$ cat config.mk
export PLATFORM = sky130hd
export DESIGN_NAME = fetch_ctrl
export DESIGN_NICKNAME = d
export VERILOG_FILES = /design/src/rtl/mips_pkg.sv /design/src/rtl/pc_wrap_inc.sv /design/src/rtl/fetch_ctrl.sv
export SDC_FILE = /design/constraint.sdc
export NUM_CORES = 1
export LEC_CHECK = 0
export BUFFER_PORTS_ARGS = -buffer_cell sky130_fd_sc_hd__clkbuf_2
export CORE_AREA = 3 3 119 121
export CTS_BUF_LIST = sky130_fd_sc_hd__clkbuf_4 sky130_fd_sc_hd__clkbuf_8
export CTS_CLUSTER_DIAMETER = 40
export DETAILED_ROUTE_END_ITERATION = 6
export DIE_AREA = 0 0 122 124
export GPL_ROUTABILITY_DRIVEN = 0
export GPL_TIMING_DRIVEN = 1
export HOLD_SLACK_MARGIN = 0.08
export PLACE_DENSITY = 0.56
export SLEW_MARGIN = 5
export SYNTH_ARGS = -nofsm -noshare
export SYNTH_HDL_FRONTEND = slang
export SYNTH_HIERARCHICAL = 1
export SYNTH_SLANG_ARGS = --single-unit
export TNS_END_PERCENT = 50
$ cat constraint.sdc
create_clock -name clk -period 4.8 [get_ports clk]
set_clock_uncertainty 0.1 [all_clocks]
set_input_delay 1.2 -clock clk [delete_from_list [all_inputs] [get_ports clk]]
set_output_delay 1.2 -clock clk [all_outputs]
set_load 0.02 [all_outputs]
$ cat src/rtl/mips_pkg.sv
// mips_pkg: shared address/instruction widths, fetch window bounds and fetch FSM encoding
package mips_pkg;
  localparam int ADDR_W = 13;
  localparam int INSTR_W = 32;
  localparam logic [ADDR_W-1:0] BASE_ADDR = 13'h0940;
  localparam logic [ADDR_W-1:0] LAST_ADDR = 13'h0D3F;
  typedef enum logic [1:0] {
    S_IDLE  = 2'd0,
    S_REQ   = 2'd1,
    S_FLUSH = 2'd2,
    S_OUT   = 2'd3
  } fetch_state_t;
endpackage

$ cat src/rtl/pc_wrap_inc.sv
// pc_wrap_inc: sequential next address that wraps from the last window word back to the first
module pc_wrap_inc
  import mips_pkg::*;
#(
  parameter logic [ADDR_W-1:0] BASE = mips_pkg::BASE_ADDR,
  parameter logic [ADDR_W-1:0] LAST = mips_pkg::LAST_ADDR
) (
  input  logic [ADDR_W-1:0] pc,
  output logic [ADDR_W-1:0] next_pc
);
  assign next_pc = pc == LAST ? BASE : pc + 1'b1;
endmodule

$ cat src/rtl/fetch_ctrl.sv
// fetch_ctrl: instruction fetch sequencer with redirect/flush handling and a saturating delivery count
module fetch_ctrl
  import mips_pkg::*;
#(
  parameter logic [ADDR_W-1:0] BASE_ADDR = mips_pkg::BASE_ADDR,
  parameter int WINDOW_WORDS = 1024
) (
  input  logic                clk,
  input  logic                reset,
  input  logic                stall,
  input  logic                redirect_valid,
  input  logic [ADDR_W-1:0]   redirect_addr,
  output logic                imem_req,
  output logic [ADDR_W-1:0]   imem_addr,
  input  logic                imem_ack,
  input  logic [INSTR_W-1:0]  imem_rdata,
  output logic                inst_valid,
  output logic [INSTR_W-1:0]  inst_data,
  output logic [ADDR_W-1:0]   inst_addr,
  input  logic                inst_ready,
  output logic                fault,
  output logic [15:0]         inst_count
);
  localparam logic [ADDR_W-1:0] LAST_ADDR = ADDR_W'(BASE_ADDR + WINDOW_WORDS - 1);
  fetch_state_t state, state_d;
  logic [ADDR_W-1:0] pc, pc_d, pc_inc;
  logic in_window, legal, capture;
  assign in_window = redirect_addr >= BASE_ADDR && redirect_addr <= LAST_ADDR;
  assign legal = redirect_valid && in_window;
  pc_wrap_inc #(.BASE(BASE_ADDR), .LAST(LAST_ADDR)) u_inc (.pc(pc), .next_pc(pc_inc));
  // state and pc registers
  always_ff @(posedge clk) begin
    state <= reset ? S_IDLE : state_d;
    pc    <= reset ? BASE_ADDR : pc_d;
  end
  // next state, next pc and capture decision; a legal redirect always wins the pc
  always_comb begin
    state_d = state;
    pc_d    = legal ? redirect_addr : pc;
    capture = 1'b0;
    case (state)
      S_IDLE:  state_d = stall ? S_IDLE : S_REQ;
      S_REQ: begin
        if (imem_ack) begin
          state_d = legal ? S_IDLE : S_OUT;
          capture = !legal;
          pc_d    = legal ? redirect_addr : pc_inc;
        end else if (legal) state_d = S_FLUSH;
      end
      S_FLUSH: state_d = imem_ack ? S_IDLE : S_FLUSH;
      S_OUT:   state_d = legal ? S_IDLE : inst_ready ? (stall ? S_IDLE : S_REQ) : S_OUT;
      default: state_d = S_IDLE;
    endcase
  end
  // state-decoded handshake outputs; REQ/FLUSH and OUT are disjoint so req and valid never overlap
  always_comb begin
    imem_req   = state == S_REQ || state == S_FLUSH;
    inst_valid = state == S_OUT;
  end
  // request address latched at request start so a redirect cannot disturb the outstanding access
  always_ff @(posedge clk) begin
    if (reset) begin
      imem_addr  <= BASE_ADDR;
      inst_data  <= '0;
      inst_addr  <= BASE_ADDR;
      fault      <= 1'b0;
      inst_count <= '0;
    end else begin
      fault <= redirect_valid && !in_window;
      if (!imem_req && state_d == S_REQ) imem_addr <= pc_d;
      if (capture) begin
        inst_data <= imem_rdata;
        inst_addr <= pc;
      end
      if (inst_valid && inst_ready && inst_count != 16'hFFFF) inst_count <= inst_count + 1'b1;
    end
  end
endmodule

Word-level counts from Yosys, hierarchy flattened
Cells that the tools add are included.
- output and inout port bits: 77
- input bits: 51
- word-level logic and storage cells: 43
- bits in registers: 90
- $add $sub $neg: 2
- muxes and demuxes: 15
- magnitude comparators: 2
- equal/unequal tests: 6
- reduce and logical (&&, ||, !) cells: 11
- operators with widths (kind ; count):
    13-bit 2-to-1 mux ; 5
    16-bit by 1-bit adder with 16-bit output, second input constant ; 1
    16-bit != test, second input constant ; 1
    13-bit by 1-bit adder with 13-bit output, second input constant ; 1
    13-bit by 12-bit equality test with 1-bit output, second input constant ; 1
    13-bit by 12-bit greater-or-equal comparator with 1-bit output, second input constant ; 1
    13-bit by 12-bit less-or-equal comparator with 1-bit output, second input constant ; 1
    2-bit 2-to-1 mux ; 6
    2-bit one-hot mux with 4 select lines ; 1
    1-bit logical AND ; 6
    2-bit by 1-bit equality test with 1-bit output, second input constant ; 2
    2-bit equality test, second input constant ; 2
    1-bit logical NOT ; 3
    1-bit 2-to-1 mux ; 3
    2-bit logical NOT ; 1
    1-bit logical OR ; 1

Longest topological paths before layout
- depth in word-level cells: 8
- depth in mapped cells: 9
- depth with buffers taken out: 8

Cells and area by module
Netlist, hierarchy kept.
- by module, submodules not included (module ; times used ; area an instance (um^2) ; cells each ; sequential area each (um^2)):
    fetch_ctrl ; 1 ; 3682.3 ; 433 ; 1801.7
    pc_wrap_inc ; 1 ; 251.5 ; 35 ; 0.0

Least setup slack after synthesis
OpenSTA, ideal clock, no wires.
- path kind: input to register
- start point: input port redirect_addr[7]
- end point: register imem_addr[10]
- path slack: 1.570 ns
- required time: 4.579 ns
- arrival time: 3.009 ns
- setup time: 0.121 ns
- stages on the path: 6
- buffers on the path: 1
- cell sequence: or3_1 -> a221o_1 -> and2_4 -> a2111o_1 -> buf_6 -> mux2_4
- cells in the longest elaborated chain, start to end: 8
- elaborated cells on any way between the ends: 15
- those cells by class: 2 x order compare; 1 x eq/ne; 9 x mux; 3 x reduce/logical
- ends and longest elaborated chain (what ; RTL line ; source):
    from (decl) ; fetch_ctrl.sv:12 ; input logic [ADDR_W-1:0] redirect_addr,
    13-bit by 12-bit greater-or-equal comparator with 1-bit output or 13-bit by 12-bit less-or-equal comparator with 1-bit output (tied branches) ; fetch_ctrl.sv:28 ; assign in_window = redirect_addr >= BASE_ADDR && redirect_addr <= LAST_ADDR;
    1-bit logical AND (*) ; fetch_ctrl.sv:28 ;
    1-bit logical AND (*) ; fetch_ctrl.sv:29 ; assign legal = redirect_valid && in_window;
    2-bit 2-to-1 mux (on tied branches) ; fetch_ctrl.sv:48, fetch_ctrl.sv:45 ;
    2-bit 2-to-1 mux ; fetch_ctrl.sv:44 ; if (imem_ack) begin
    2-bit one-hot mux with 4 select lines ; fetch_ctrl.sv:41 ; case (state)
    2-bit by 1-bit equality test with 1-bit output ; fetch_ctrl.sv:70 ; if (!imem_req && state_d == S_REQ) imem_addr <= pc_d;
    1-bit logical AND ; fetch_ctrl.sv:70 ;
    to (signal assigned) ; fetch_ctrl.sv:70 ;
    to (decl) ; fetch_ctrl.sv:14 ; output logic [ADDR_W-1:0] imem_addr,
Mark *: on every way between the ends. The rest lies on a longest branch, timed or not.
A chain may end at the register's enable or synchronous reset.

Worst setup path in the final report
- start point: input port redirect_addr[7]
- end point: register imem_addr[1]
Same word-level chain as after synthesis.

==> metrics.txt <==
# TYPE chip_impl_metric gauge
chip_impl_metric{name="synth.lib_cells_used.distinct",unit=""} 48
chip_impl_metric{name="routed_via_density",unit=""} 4.71
chip_impl_metric{name="detailroute.via_count",unit=""} 3589
chip_impl_info{name="clock-root-buffer",value="clkbuf_8"} 1
chip_impl_metric{name="synth_warnings",unit=""} 6
chip_impl_metric{name="finalWorstPathRequiredPeriod",unit="ps"} 3270
chip_impl_metric{name="vias_in_the_first_global_route",unit=""} 3379
chip_impl_metric{name="fp.dieArea",unit="µm²"} 15100
chip_impl_metric{name="floorplan.initialDensity",unit="%"} 29.8
chip_impl_metric{name="use_met3",unit="%"} 2.86
chip_impl_metric{name="core_area",unit="µm²"} 13200
chip_impl_metric{name="count_of_flip_flops_with_a_built_in_enable_after_synthesis",unit=""} 0
chip_impl_metric{name="clk_transition_reported_paths",unit="ps"} 90
chip_impl_metric{name="setup_ws",unit="ps"} 1530
chip_impl_metric{name="mappedNetlistNets",unit=""} 525
chip_impl_metric{name="drcViolationCount",unit=""} 0
chip_impl_metric{name="synth-seq-cells",unit=""} 90
chip_impl_metric{name="global_route.overflow_total",unit=""} 0
chip_impl_metric{name="dieWidth",unit="µm"} 122
chip_impl_info{name="timing.setup.critical_path_class",value="in2reg"} 1
chip_impl_metric{name="cts.htree.levels",unit=""} 3
chip_impl_metric{name="die_h",unit="µm"} 124
chip_impl_info{name="synthFlopType",value="dfxtp_1"} 1
chip_impl_metric{name="placed_instance_area",unit="µm²"} 4710
chip_impl_metric{name="skew_pair_late_insertion_delay",unit="ps"} 360
chip_impl_metric{name="max_freq",unit="MHz"} 306
chip_impl_metric{name="tightest_slew",unit="ps"} 916
chip_impl_metric{name="numPortBuffers",unit=""} 127
chip_impl_metric{name="critPathRequiredTime",unit="ps"} 4960
chip_impl_metric{name="globalRouteMet1Util",unit="%"} 18.2
chip_impl_metric{name="routed_wl",unit="µm"} 10400
chip_impl_metric{name="design_area",unit="µm²"} 4900
chip_impl_metric{name="grt_first_pass_wirelength",unit="µm"} 16500
chip_impl_info{name="worstSetupEndpointType",value="register"} 1
chip_impl_metric{name="synth_sequential_area_ratio",unit="%"} 45.8
chip_impl_metric{name="nNetsFinal",unit=""} 639
chip_impl_metric{name="rows",unit=""} 42
chip_impl_metric{name="antenna_found_initial",unit=""} 0
chip_impl_metric{name="async_reset_ff_share",unit="%"} 0
chip_impl_metric{name="postCtsResizedCells",unit=""} 0
chip_impl_metric{name="total_setup_buffers_inserted_after_cts",unit=""} 0
chip_impl_metric{name="ant_nets",unit=""} 0
chip_impl_metric{name="gr-usage-met2",unit="%"} 21.8
chip_impl_metric{name="crit_fanout",unit=""} 13
chip_impl_metric{name="ratio_of_total_power_to_cell_area",unit="nW/µm²"} 294
chip_impl_metric{name="mappedNetlistArea",unit="µm²"} 3930
chip_impl_metric{name="timing.final.hold_violations",unit=""} 0
chip_impl_info{name="critPathLaunchType",value="primary input"} 1
chip_impl_info{name="setup_repair_after_global_routing_missed_its_margin",value="false"} 1
chip_impl_metric{name="timing.critical_path.arrival",unit="ps"} 3430
chip_impl_metric{name="cap_violations",unit=""} 0
chip_impl_metric{name="grt_max_degree",unit=""} 47
chip_impl_metric{name="drive_gt1_share",unit="%"} 28.5
chip_impl_info{name="clock_tree_from_tritoncts",value="built"} 1
chip_impl_metric{name="globalRouteTotalUtil",unit="%"} 13.7
chip_impl_metric{name="tritoncts_buffers",unit=""} 9
chip_impl_info{name="gr-max-usage-layer",value="met2"} 1
chip_impl_metric{name="areaGrowthSynthToFinish",unit="%"} 24.7
chip_impl_metric{name="finalCritPeriodShare",unit="%"} 68.1
chip_impl_metric{name="slew_viol_final",unit=""} 0
chip_impl_metric{name="dp_hpwl",unit="µm"} 7520
chip_impl_metric{name="setup_viol",unit=""} 0
chip_impl_metric{name="clock_tree.buffer_depth",unit=""} 2
chip_impl_metric{name="max-slew-margin-rel",unit="%"} 38.9
chip_impl_metric{name="whs",unit="ps"} 358
chip_impl_metric{name="setup_total_negative_slack",unit="ps"} 0
chip_impl_metric{name="vdd.ir_drop.worst",unit="mV"} 0.105
chip_impl_metric{name="antenna_cells_inserted",unit=""} 0
chip_impl_metric{name="post_synthesis_cells",unit=""} 468
chip_impl_metric{name="routed_wire_length_per_instance",unit="µm"} 13.7
chip_impl_metric{name="static-leakage-power",unit="nW"} 2.07
chip_impl_metric{name="ctsHoldBuffers",unit=""} 0
chip_impl_metric{name="detailedRoute.firstIterationViolations",unit=""} 197
chip_impl_metric{name="detailedPlace.worstSlack",unit="ps"} 1150
chip_impl_metric{name="syn-mean-instance-area",unit="µm²"} 8.41
chip_impl_info{name="min_path_type",value="reg2reg"} 1
chip_impl_metric{name="design_power_total",unit="mW"} 1.44
chip_impl_metric{name="detail_route.first_pass.iterations",unit=""} 6
chip_impl_info{name="status",value="finished clean"} 1
chip_impl_metric{name="cts.sink_count",unit=""} 90
chip_impl_metric{name="boundary_pin_count",unit=""} 128
==> cell usage in the layout (no fill, tap or decap), types with 2 or more instances in the layout <==
cell	count
a21oi_1	50
a311oi_1	8
and3_1	4
and4_1	3
buf_4	3
clkbuf_2	126
clkbuf_8	13
dfxtp_1	90
ha_1	6
inv_1	5
mux2_1	3
mux2_2	5
mux2_4	8
mux2i_1	3
nand2_1	110
nand2b_1	3
nand3_1	17
nand3b_1	4
nand4_1	5
nor2_1	37
nor2b_1	12
nor3_1	3
o2111ai_1	2
o211ai_1	4
o21a_1	2
o21ai_0	9
o21bai_1	2
or2_2	2
or3_1	3
xnor2_1	6
xor2_1	16
==> cells in the mapped netlist, drive strengths merged, types with 2 or more instances <==
| master | n | area (µm²) |
|---|---|---|
| o211ai | 4 | 30.0 |
| and4 | 4 | 37.5 |
| nand2 | 110 | 413 |
| clkbuf | 22 | 82.6 |
| mux2i | 3 | 30.0 |
| nand4 | 6 | 43.8 |
| o21ai | 9 | 45.0 |
| nor2b | 13 | 81.3 |
| nor3 | 3 | 15.0 |
| inv | 5 | 18.8 |
| and3 | 6 | 43.8 |
| dfxtp | 90 | 1800 |
| buf | 5 | 31.3 |
| and2 | 2 | 15.0 |
| or2 | 3 | 18.8 |
| o21a | 2 | 15.0 |
| ha | 6 | 75.1 |
| xnor2 | 6 | 52.6 |
| nand2b | 3 | 18.8 |
| o21bai | 2 | 15.0 |
| or3 | 3 | 18.8 |
| nor2 | 37 | 139 |
| a311oi | 8 | 70.1 |
| a21oi | 50 | 250 |
| o2111ai | 2 | 17.5 |
| nand3b | 4 | 30.0 |
| mux2 | 16 | 210 |
| xor2 | 16 | 140 |
| nand3 | 18 | 90.1 |
==> power breakdown <==
part           internal (mW)  total [mW]  switching (mW)
logic                 0.0578       0.150          0.0922
registers              0.766       0.783          0.0163
clock network          0.248       0.507           0.259
total                   1.07        1.44           0.367
==> cell families after synthesis <==
kind of cell               after synthesis  share of synthesized area, %
and+or+nand+nor                        216                          25.4
muxes                                   19                          6.11
buffers and inverters                   32                          3.37
DFF                                     90                          45.8
xor gates and xnor gates                22                          4.90
AOI/OAI and AO/OA                       83                          12.6
adders and majority gates                6                          1.91
==> critical path, cell delays in order <==
cell and delay, ps:
clkbuf_2 110, or3_1 400, a221o_1 410, and2_4 170, a2111o_1 700, mux2_1 430
==> layout make-up <==
cell class	count	area, µm²
fill	1398	8290
multi-input combinational	346	2010
sequential	90	1800
timing repair buffer	130	658
tap	176	220
clock buffer	14	186
inverter	5	18.8
clock inverter	1	7.51
==> flip-flops by register name, indices dropped and copies added, names as in the netlist <==
| register | count |
|---|---|
| fault | 1 |
| imem_addr | 13 |
| inst_count | 16 |
| inst_data | 32 |
| inst_addr | 13 |
| pc | 13 |
| state | 2 |
==> final timing paths <==
kind | start | endpoint | slack (ps) | cells past startpoint
worst max-delay path | redirect_addr[7] | imem_addr[1] | 1530 | 6
worst min-delay path | inst_data[26] | inst_data[26] | 360 | 2
worst max register to register | state[0] | inst_data[15] | 1940 | 6
worst min register to register | inst_data[26] | inst_data[26] | 360 | 2
==> per-stage QoR <==
step	std cells	util (%)
finish	762	37.2
global route	762	37.2
CTS	762	37.2
detailed placement	747	35.7
global placement	747	35.7
floorplan	468	-
==> per-layer routing <==
metal	vias up	share of wire, %
li1	1820	-
met1	1648	47
met2	109	46
met3	12	6.1
met4	0	1.5
met5	-	0
Power figures use the tool's default switching activity.
